$ cat src/rtl/ex_stage_if.sv
// ID -> EX -> MEM bus of the execute stage: operand bundle in, EX/MEM bundle,
// branch pulse and hazard-unit signals out; forwarding inputs sit here too.
interface ex_stage_if #(
    parameter int INSTR_ADDR_W = 8
);
    // Plain pipeline bus: no valid/ready. The stage accepts pipeline_re_i on every
    // posedge unless stall_i (hold) or flush_i (bubble) is asserted.
    logic [57+INSTR_ADDR_W:0] pipeline_re_i;
    logic                     stall_i;
    logic                     flush_i;
    logic [2:0]               src1_addr;
    logic [2:0]               src2_addr;
    logic                     wb_fwd_en;
    logic [2:0]               wb_fwd_dest;
    logic [15:0]              wb_fwd_data;
    logic [37:0]              pipeline_ou;
    logic                     branch_taken_o;
    logic [INSTR_ADDR_W-1:0]  branch_target_o;
    logic [2:0]               ex_op_dest;

    modport slave (
        input  pipeline_re_i, stall_i, flush_i, src1_addr, src2_addr,
               wb_fwd_en, wb_fwd_dest, wb_fwd_data,
        output pipeline_ou, branch_taken_o, branch_target_o, ex_op_dest
    );

    modport master (
        output pipeline_re_i, stall_i, flush_i, src1_addr, src2_addr,
               wb_fwd_en, wb_fwd_dest, wb_fwd_data,
        input  pipeline_ou, branch_taken_o, branch_target_o, ex_op_dest
    );
endinterface

$ cat src/rtl/ex_stage.sv
// Execute stage: 16-bit ALU, BZ branch resolution and the EX/MEM register.
// Optional operand forwarding is compiled in with `define EX_FORWARD_EN.
module ex_stage #(
    parameter int INSTR_ADDR_W = 8
) (
    input  logic       clk,
    input  logic       rst_n,
    ex_stage_if.slave  bus
);
    localparam int TGT_LSB = 57;

    logic                    branch_en;
    logic [INSTR_ADDR_W-1:0] branch_tgt;
    logic [2:0]              alu_cmd;
    logic [15:0]             id_src1;
    logic [15:0]             id_src2;
    logic                    mem_we;
    logic [15:0]             id_mem_wd;
    logic [4:0]              wb_bits;

    assign branch_en  = bus.pipeline_re_i[TGT_LSB+INSTR_ADDR_W];
    assign branch_tgt = bus.pipeline_re_i[TGT_LSB +: INSTR_ADDR_W];
    assign alu_cmd    = bus.pipeline_re_i[56:54];
    assign id_src1    = bus.pipeline_re_i[53:38];
    assign id_src2    = bus.pipeline_re_i[37:22];
    assign mem_we     = bus.pipeline_re_i[21];
    assign id_mem_wd  = bus.pipeline_re_i[20:5];
    assign wb_bits    = bus.pipeline_re_i[4:0];

    logic [37:0]             pou_q, pou_d;
    logic                    taken_q;
    logic [INSTR_ADDR_W-1:0] target_q;

    logic [15:0] op_a;
    logic [15:0] op_b;
    logic [15:0] mem_wd;

`ifdef EX_FORWARD_EN
    logic exm_fwd_ok;
    logic a_exm_hit, a_wb_hit, b_exm_hit, b_wb_hit;

    // Only a pending ALU write-back can be forwarded from EX/MEM; loads are not ready yet.
    assign exm_fwd_ok = pou_q[4] && !pou_q[0];
    assign a_exm_hit  = exm_fwd_ok && (pou_q[3:1] == bus.src1_addr);
    assign b_exm_hit  = exm_fwd_ok && (pou_q[3:1] == bus.src2_addr);
    assign a_wb_hit   = bus.wb_fwd_en && (bus.wb_fwd_dest == bus.src1_addr);
    assign b_wb_hit   = bus.wb_fwd_en && (bus.wb_fwd_dest == bus.src2_addr);

    always_comb begin
        op_a = id_src1;
        op_b = id_src2;
        if (a_exm_hit)     op_a = pou_q[37:22];
        else if (a_wb_hit) op_a = bus.wb_fwd_data;
        if (b_exm_hit)     op_b = pou_q[37:22];
        else if (b_wb_hit) op_b = bus.wb_fwd_data;
    end

    assign mem_wd = (mem_we && (b_exm_hit || b_wb_hit)) ? op_b : id_mem_wd;
`else
    assign op_a   = id_src1;
    assign op_b   = id_src2;
    assign mem_wd = id_mem_wd;
`endif

    logic [15:0] alu_res;
    logic [3:0]  shamt;

    assign shamt = op_b[3:0];

    always_comb begin
        alu_res = 16'h0000;
        case (alu_cmd)
            3'b000:  alu_res = op_a + op_b;
            3'b001:  alu_res = op_a - op_b;
            3'b010:  alu_res = op_a & op_b;
            3'b011:  alu_res = op_a | op_b;
            3'b100:  alu_res = op_a ^ op_b;
            3'b101:  alu_res = op_a << shamt;
            3'b110:  alu_res = $unsigned($signed(op_a) >>> shamt);
            default: alu_res = op_a >> shamt;
        endcase
    end

    logic take_branch;

    assign take_branch = branch_en && (op_a == 16'h0000);
    assign pou_d       = {alu_res, mem_we, mem_wd, wb_bits};

    // Stall holds the bundle and target but always drops the pulse so it fires once.
    always_ff @(posedge clk or negedge rst_n) begin
        if (!rst_n) begin
            pou_q    <= '0;
            taken_q  <= 1'b0;
            target_q <= '0;
        end else if (bus.flush_i) begin
            pou_q   <= '0;
            taken_q <= 1'b0;
        end else if (bus.stall_i) begin
            taken_q <= 1'b0;
        end else begin
            pou_q   <= pou_d;
            taken_q <= take_branch;
            if (take_branch) target_q <= branch_tgt;
        end
    end

    assign bus.pipeline_ou     = pou_q;
    assign bus.branch_taken_o  = taken_q;
    assign bus.branch_target_o = target_q;
    assign bus.ex_op_dest      = bus.pipeline_re_i[3:1];
endmodule

$ cat src/flat_wrapper.sv
// flat-port wrapper written by rule: the top's interface ports become plain ports
module ex_stage_flat 
#(
    parameter int INSTR_ADDR_W = 8
)
  (clk, rst_n, bus_pipeline_re_i, bus_stall_i, bus_flush_i, bus_src1_addr, bus_src2_addr, bus_wb_fwd_en, bus_wb_fwd_dest, bus_wb_fwd_data, bus_pipeline_ou, bus_branch_taken_o, bus_branch_target_o, bus_ex_op_dest);
  ex_stage_if #(.INSTR_ADDR_W(INSTR_ADDR_W)) bus_i ();
  input  logic clk;
  input  logic rst_n;
  input wire logic [$bits(bus_i.pipeline_re_i)-1:0] bus_pipeline_re_i;
  input wire logic [$bits(bus_i.stall_i)-1:0] bus_stall_i;
  input wire logic [$bits(bus_i.flush_i)-1:0] bus_flush_i;
  input wire logic [$bits(bus_i.src1_addr)-1:0] bus_src1_addr;
  input wire logic [$bits(bus_i.src2_addr)-1:0] bus_src2_addr;
  input wire logic [$bits(bus_i.wb_fwd_en)-1:0] bus_wb_fwd_en;
  input wire logic [$bits(bus_i.wb_fwd_dest)-1:0] bus_wb_fwd_dest;
  input wire logic [$bits(bus_i.wb_fwd_data)-1:0] bus_wb_fwd_data;
  output wire logic [$bits(bus_i.pipeline_ou)-1:0] bus_pipeline_ou;
  output wire logic [$bits(bus_i.branch_taken_o)-1:0] bus_branch_taken_o;
  output wire logic [$bits(bus_i.branch_target_o)-1:0] bus_branch_target_o;
  output wire logic [$bits(bus_i.ex_op_dest)-1:0] bus_ex_op_dest;
  assign bus_i.pipeline_re_i = bus_pipeline_re_i;
  assign bus_i.stall_i = bus_stall_i;
  assign bus_i.flush_i = bus_flush_i;
  assign bus_i.src1_addr = bus_src1_addr;
  assign bus_i.src2_addr = bus_src2_addr;
  assign bus_i.wb_fwd_en = bus_wb_fwd_en;
  assign bus_i.wb_fwd_dest = bus_wb_fwd_dest;
  assign bus_i.wb_fwd_data = bus_wb_fwd_data;
  assign bus_pipeline_ou = bus_i.pipeline_ou;
  assign bus_branch_taken_o = bus_i.branch_taken_o;
  assign bus_branch_target_o = bus_i.branch_target_o;
  assign bus_ex_op_dest = bus_i.ex_op_dest;
  ex_stage #(.INSTR_ADDR_W(INSTR_ADDR_W)) u_core (.clk(clk), .rst_n(rst_n), .bus(bus_i));
endmodule
$ cat config.mk
export PLATFORM = sky130hd
export DESIGN_NAME = ex_stage_flat
export DESIGN_NICKNAME = d
export VERILOG_FILES = /design/src/rtl/ex_stage_if.sv /design/src/rtl/ex_stage.sv /design/src/flat_wrapper.sv
export SDC_FILE = /design/constraint.sdc
export NUM_CORES = 1
export LEC_CHECK = 0
export ABC_AREA = 1
export CAP_MARGIN = 20
export CELL_PAD_IN_SITES_DETAIL_PLACEMENT = 1
export CELL_PAD_IN_SITES_GLOBAL_PLACEMENT = 2
export CORE_ASPECT_RATIO = 0.8
export CORE_MARGIN = 1
export CORE_UTILIZATION = 35
export CTS_BUF_LIST = sky130_fd_sc_hd__clkbuf_2
export DETAILED_ROUTE_END_ITERATION = 8
export DONT_BUFFER_PORTS = 1
export PLACE_DENSITY_LB_ADDON = 0.3
export SLEW_MARGIN = 5
export SYNTH_ARGS = -nofsm -noshare
export SYNTH_HDL_FRONTEND = slang
export SYNTH_SLANG_ARGS = --single-unit
$ cat constraint.sdc
create_clock -name clk -period 0.9 [get_ports clk]
set_clock_uncertainty 0.05 [all_clocks]
set_input_delay 0.135 -clock clk [delete_from_list [all_inputs] [get_ports clk]]
set_output_delay 0.135 -clock clk [all_outputs]
set_load 0.01 [all_outputs]
# --- After elaboration in Yosys (flattened, before gate mapping) ---
# Cells that the tools add are included.
word_totals:
  regBits: 47
  output_inout_bits: 50
  mem_bits_ro: 0
  ram_bits: 0
  latchBits: 0
  wordCells: 29
  n_memories: 0
op_classes:
  addsub: 2
  magnitude_cmp: 0
  muxes: 5
  n_reduce_logical: 4
  eq_ne: 7
  n_shift: 3
  div: 0
  bitwise: 5
  n_mul: 0
ops:
  columns: ["op", "count"]
  rows:
  - ["$pmux W16 S7", 1]
  - ["$mux W38", 2]
  - ["$add A16 B16 Y16", 1]
  - ["$and A16 B16 Y16", 1]
  - ["$logic_not A16 Y1", 1]
  - ["$or A16 B16 Y16", 1]
  - ["$shl A16 B4 Y16", 1]
  - ["$shr A16 B4 Y16", 1]
  - ["$sshr A16 B4 Y16", 1]
  - ["$sub A16 B16 Y16", 1]
  - ["$xor A16 B16 Y16", 1]
  - ["$eq A3 B3 Y1 const B", 3]
  - ["$eq A3 B2 Y1 const B", 2]
  - ["$eq A3 B1 Y1 const B", 1]
  - ["$logic_not A3 Y1", 1]
  - ["$reduce_and A3 Y1", 1]
  - ["$mux W1", 2]
  - ["$ne A2 B1 Y1 const B", 1]
  - ["$not A1 Y1", 2]
  - ["$logic_and A1 B1 Y1", 1]

# --- Depth between registers and ports, before layout ---
depth:
  ltp_word: 4
  ltp_mapped: 25
  depth_no_buf: 23

# --- Worst setup path after synthesis ---
# Ideal clock, no wire load.
synth_path:
  path_kind: "input to register"
  startpoint: "in bus_pipeline_re_i[23]"
  endpoint: "reg u_core.pou_q[29], in the netlist u_core.bus.pipeline_ou[29]"
  path_stages: 20
  t_required_ps: 734
  n_path_buf: 2
  slack_ps: -1810
  arrival_time_ps: 2544
  cell_sequence: "buf_6 inv_2 buf_2 ha_1 inv_1 nor3_2 nand2_1 o21ai_0 xor2_1 inv_1 ha_1 nand2_1 inv_1 a21oi_1 nand2_1 or2_2 nand3_1 nand3_1 nand2_1 nand2_1"
synth_between:
  elab_chain_cells: 4
synth_rtl:
  columns: ["item", "line_no", "text"]
  rows:
  - ["start: declaration", "flat_wrapper.sv:10", "input wire logic [$bits(bus_i.pipeline_re_i)-1:0] bus_pipeline_re_i;"]
  - ["$sub A16 B16 Y16 (tied with other cells)", "ex_stage.sv:74", "3'b001: alu_res = op_a - op_b;"]
  - ["$pmux W16 S7 (*)", "ex_stage.sv:72", "case (alu_cmd)"]
  - ["$mux W38 (*)", "ex_stage.sv:98", "end else if (bus.stall_i) begin"]
  - ["$mux W38 (*)", "ex_stage.sv:95", "end else if (bus.flush_i) begin"]
  - ["end signal: assignment", "ex_stage.sv:101", "pou_q <= pou_d;"]
  - ["end: declaration", "ex_stage.sv:30", "logic [37:0] pou_q, pou_d;"]
# Every way passes the cells marked *; elsewhere a longest branch is shown, timed or not. The select of a mux whose other input is x is not followed.
# A chain may end at the register's enable or synchronous reset.

# --- Worst setup path in the final report ---
layout_path:
  startpoint: "in bus_pipeline_re_i[22]"
  endpoint: "reg u_core.pou_q[25], in the netlist u_core.bus.pipeline_ou[25]"
# The elaborated chain is that of the path after synthesis.

==> impl_metrics.json <==
{
  "syn_nets": 1049,
  "ys_seq_area_share_pct": 21.00,
  "portBuffers": 0,
  "final-instance-count-excl-fill": 1292,
  "cts.hold.buffers_added": 33,
  "crit_top_cell": "buf_6",
  "synth_mux_area_share_pct": 0,
  "synth_cells": 903,
  "start_kind": "input port",
  "drt-wirelength-per-cell_microns": 21.52,
  "ys_seq_elements": 47,
  "slew_viol_final": 0,
  "place_congestion": 0.9458,
  "fmax_mhz": 458.1,
  "pwr-share-seq_pct": 30.5,
  "grt_max_degree": 48,
  "critPathArrivalTime_ns": 2.54,
  "cp_slowest_cell": "ha_1",
  "whs_ns": -0.7690,
  "grt_pass1_vias": 7308,
  "synthesis.area_sq_um": 5602,
  "slowest_delay_ns": 0.32,
  "slew_headroom_pct": 68.15,
  "antenna_found_initial": 0,
  "die_w_microns": 143.4,
  "layout_setup_ws_ns": -1.283,
  "yosysWarningCount": 0,
  "hold_viol": 70,
  "cap_violations": 0,
  "outcome": "finished, violations left",
  "combPwrFrac_pct": 53.5,
  "clock_path_buffers": 2,
  "nNetsFinal": 1227,
  "setup_viol": 66,
  "syn_to_final_growth_pct": 44.58,
  "coreArea_sq_um": 15310,
  "post-route-min-period_ns": 2.183,
  "rows": 40,
  "synth.distinct_cells": 43,
  "leakage_nw": 4.206,
  "ant_nets": 0,
  "tritoncts": "done",
  "path_class": "input port to register",
  "clkLatencyLatePin_ns": 0.45,
  "drt_iter0_markers": 455,
  "grt_overflow_total": 0,
  "n_antenna_cell": 0,
  "synth_xor_xnor_area_share_pct": 2.189,
  "pwr-share-clk_pct": 16.0,
  "grt_pass1_wl_mm": 41.95,
  "die_h_microns": 115.2,
  "drc": 0,
  "cts.sink_count": 47,
  "hold_class": "input port to asynchronous set/reset pin",
  "crit_required_ns": 1.26,
  "via_per_inst": 5.477,
  "drive_above_1_share_pct": 29.76,
  "p_int_mw": 4.562,
  "end_kind": "register",
  "rsz0062_at_grt": "yes",
  "initial_utilization_pct": 36.58,
  "synth_top_family_by_area": "simple AND/OR/NAND/NOR gates",
  "synth.avg_cell_area_sq_um": 6.203,
  "synthSimpleGateAreaFrac_pct": 37.99,
  "die_area_sq_um": 16520,
  "synth_compound_gate_area_share_pct": 16.98,
  "powerDensity_nw_per_um2": 963.7,
  "tns_ns": -27.96,
  "ios": 146,
  "cts_buffers": 5,
  "p_sw_share_pct": 41.55,
  "failed_checks": "hold timing, setup timing",
  "peakVddDrop_mv": 0.4245,
  "grt_util_all_layers_pct": 33.96,
  "critPathMaxFanout": 41,
  "drt_first_pass_iters": 5,
  "cts_root_buffer": "clkbuf_2",
  "post-route-period-util_pct": 242.5,
  "vias": 7076,
  "pre_cts_slack_ns": -1.733,
  "crit_chain": "clkinv_16 > ha_4 > inv_4 > buf_4 > buf_6 > buf_6 > buf_6 > buf_6 > nand2_4 > xor2_1 > ha_1 > a21oi_2 > nand2_2 > buf_4 > o21ai_1 > a21oi_1 > nor2_1 > nand2_1 > nand3_1 > nand2_1",
  "drt_wl_total_mm": 27.81,
  "switchingPower_mw": 3.243,
  "dp_hpwl_mm": 21.39,
  "htree_levels": 2,
  "synthAdderAreaFrac_pct": 11.30,
  "place_inst": 1226,
  "clkSlewWorstSetupHoldPaths_ns": 0.29,
  "tightest_slew_ns": 0.4762
}
==> cells in the final DEF, fill, tap and decap left out, types with 8 or more instances in the layout <==
cell type      netlist  routed
a21oi_1             65      52
a21oi_2              0      11
a22o_1              22      22
buf_4                8     149
buf_6                5      20
dfrtp_1             47      46
dlygate4sd3_1        0      32
ha_1                49      38
ha_4                 0       9
inv_1               83      75
inv_2               11      13
nand2_1            315     283
nand2_2              2      22
nand2_4              2      14
nand3_1             94      84
nand3_2              3      11
nand4_1             11      11
nor2_1              61      51
o211ai_1             8       8
o21ai_0             27      14
o21ai_1             14      16
o21ai_2              5      13
xor2_1              13      10
==> power groups by stage <==
stage	combinational (mW)	sequential, mW	clock (mW)
6_report	4.18	2.38	1.25
5_1_grt	4.51	2.39	1.39
4_1_cts	3.81	2.38	1.27
3_5_place_dp	3.34	2.41	0
3_3_place_gp	3.23	2.41	0
2_1_floorplan	2.04	2.38	0
==> state kept, by name, summed over array words and instances, names as in the netlist <==
| signal | flops |
|---|---|
| u_core.bus.branch_target_o | 8 |
| u_core.bus.branch_taken_o | 1 |
| u_core.bus.pipeline_ou | 38 |
==> worst paths after layout <==
| path | cells after the start | slack [ns] | startpoint | to |
|---|---|---|---|---|
| min | 0 | -0.77 | rst_n | u_core.bus.pipeline_ou[27] |
| min reg2reg | 2 | 0.54 | u_core.bus.branch_target_o[6] | u_core.bus.branch_target_o[6] |
| max in group asynchronous | 0 | 1.40 | rst_n | u_core.bus.pipeline_ou[24] |
| max | 20 | -1.28 | bus_pipeline_re_i[22] | u_core.bus.pipeline_ou[25] |
| min in group clk | 4 | -0.11 | bus_flush_i | u_core.bus.pipeline_ou[23] |
| max reg2reg | 1 | 0.06 | u_core.bus.pipeline_ou[21] | u_core.bus.pipeline_ou[21] |
==> synthesized netlist by cell type (all sizes together) <==
cell type / n / area [sq um]
a211oi: 2 / 15.01
a21boi: 1 / 7.510
a21o: 1 / 7.510
a21oi: 65 / 325.3
a221oi: 1 / 8.760
a22o: 22 / 192.7
a31oi: 2 / 12.51
buf: 29 / 203.9
clkbuf: 8 / 30.03
clkinv: 1 / 3.750
dfrtp: 47 / 1176
fa: 1 / 20.02
ha: 49 / 613.1
inv: 94 / 352.8
nand2: 319 / 1217
nand3: 97 / 500.5
nand3b: 3 / 22.52
nand4: 11 / 68.82
nor2: 63 / 251.5
nor3: 6 / 35.03
nor3b: 1 / 7.510
nor4: 1 / 12.51
o211ai: 9 / 72.57
o21a: 5 / 37.54
o21ai: 46 / 249.0
o21bai: 2 / 15.01
o31ai: 1 / 7.510
or2: 2 / 12.51
xnor2: 1 / 8.760
xor2: 13 / 113.9
==> worst max-delay path, delay by kind of cell <==
kind | cells | cell delay (ns)
fa+ha+maj | 2 | 0.45
simple gates | 6 | 0.57
compound gates | 3 | 0.39
xor+xnor | 1 | 0.18
buf+inv | 8 | 0.79
==> metal layers <==
layer | global-route usage [%] | routed length, microns | vias to the layer above
met3 | 4.790 | 1669 | 39
met1 | 47.62 | 12680 | 3522
met5 | 0 | 0 | -
met4 | 7.305 | 580 | 0
met2 | 55.21 | 12880 | 202
li1 | - | - | 3313
==> stage by stage <==
| step | util (%) | area (sq um) | hold slack (ns) | total power [mW] |
|---|---|---|---|---|
| after floorplan | - | 5807 | -0.2106 | 4.417 |
| after global placement | 45.54 | 6974 | -0.2097 | 5.639 |
| after detailed placement | 45.54 | 6974 | -0.2099 | 5.754 |
| after CTS | 50.38 | 7716 | -0.7786 | 7.461 |
| after global routing | 52.88 | 8099 | -0.8355 | 8.299 |
| final | 52.88 | 8099 | -0.7690 | 7.805 |
==> kinds of logic (layout without fill, tap and decap cells) <==
group,after synthesis,in the layout
xor+xnor,14,14
flops,47,47
fa+ha+maj,50,50
buf+inv,132,311
simple gates,503,503
compound gates,157,157
==> final cells by class <==
type                       instances  area [sq um]
timing repair inverter             1         7.507
tap                              210         262.8
sequential                        47          1177
timing repair buffer             207          1769
clock inverter                     3         46.29
inverter                          95         401.6
multi-input combinational        724          4409
clock buffer                       5         25.02
fill                            2026          7216
==> timing repair <==
| item | in CTS | in global routing |
|---|---|---|
| endpoints found under the hold margin | 94 | 81 |
| buffers inserted | 10 | 17 |
| gates resized for setup | 75 | 64 |
| pin swaps | 27 | 42 |
| setup endpoints to repair | 71 | 72 |
| cloned | 0 | 1 |
No activity file was read; power rests on OpenSTA's default activity.
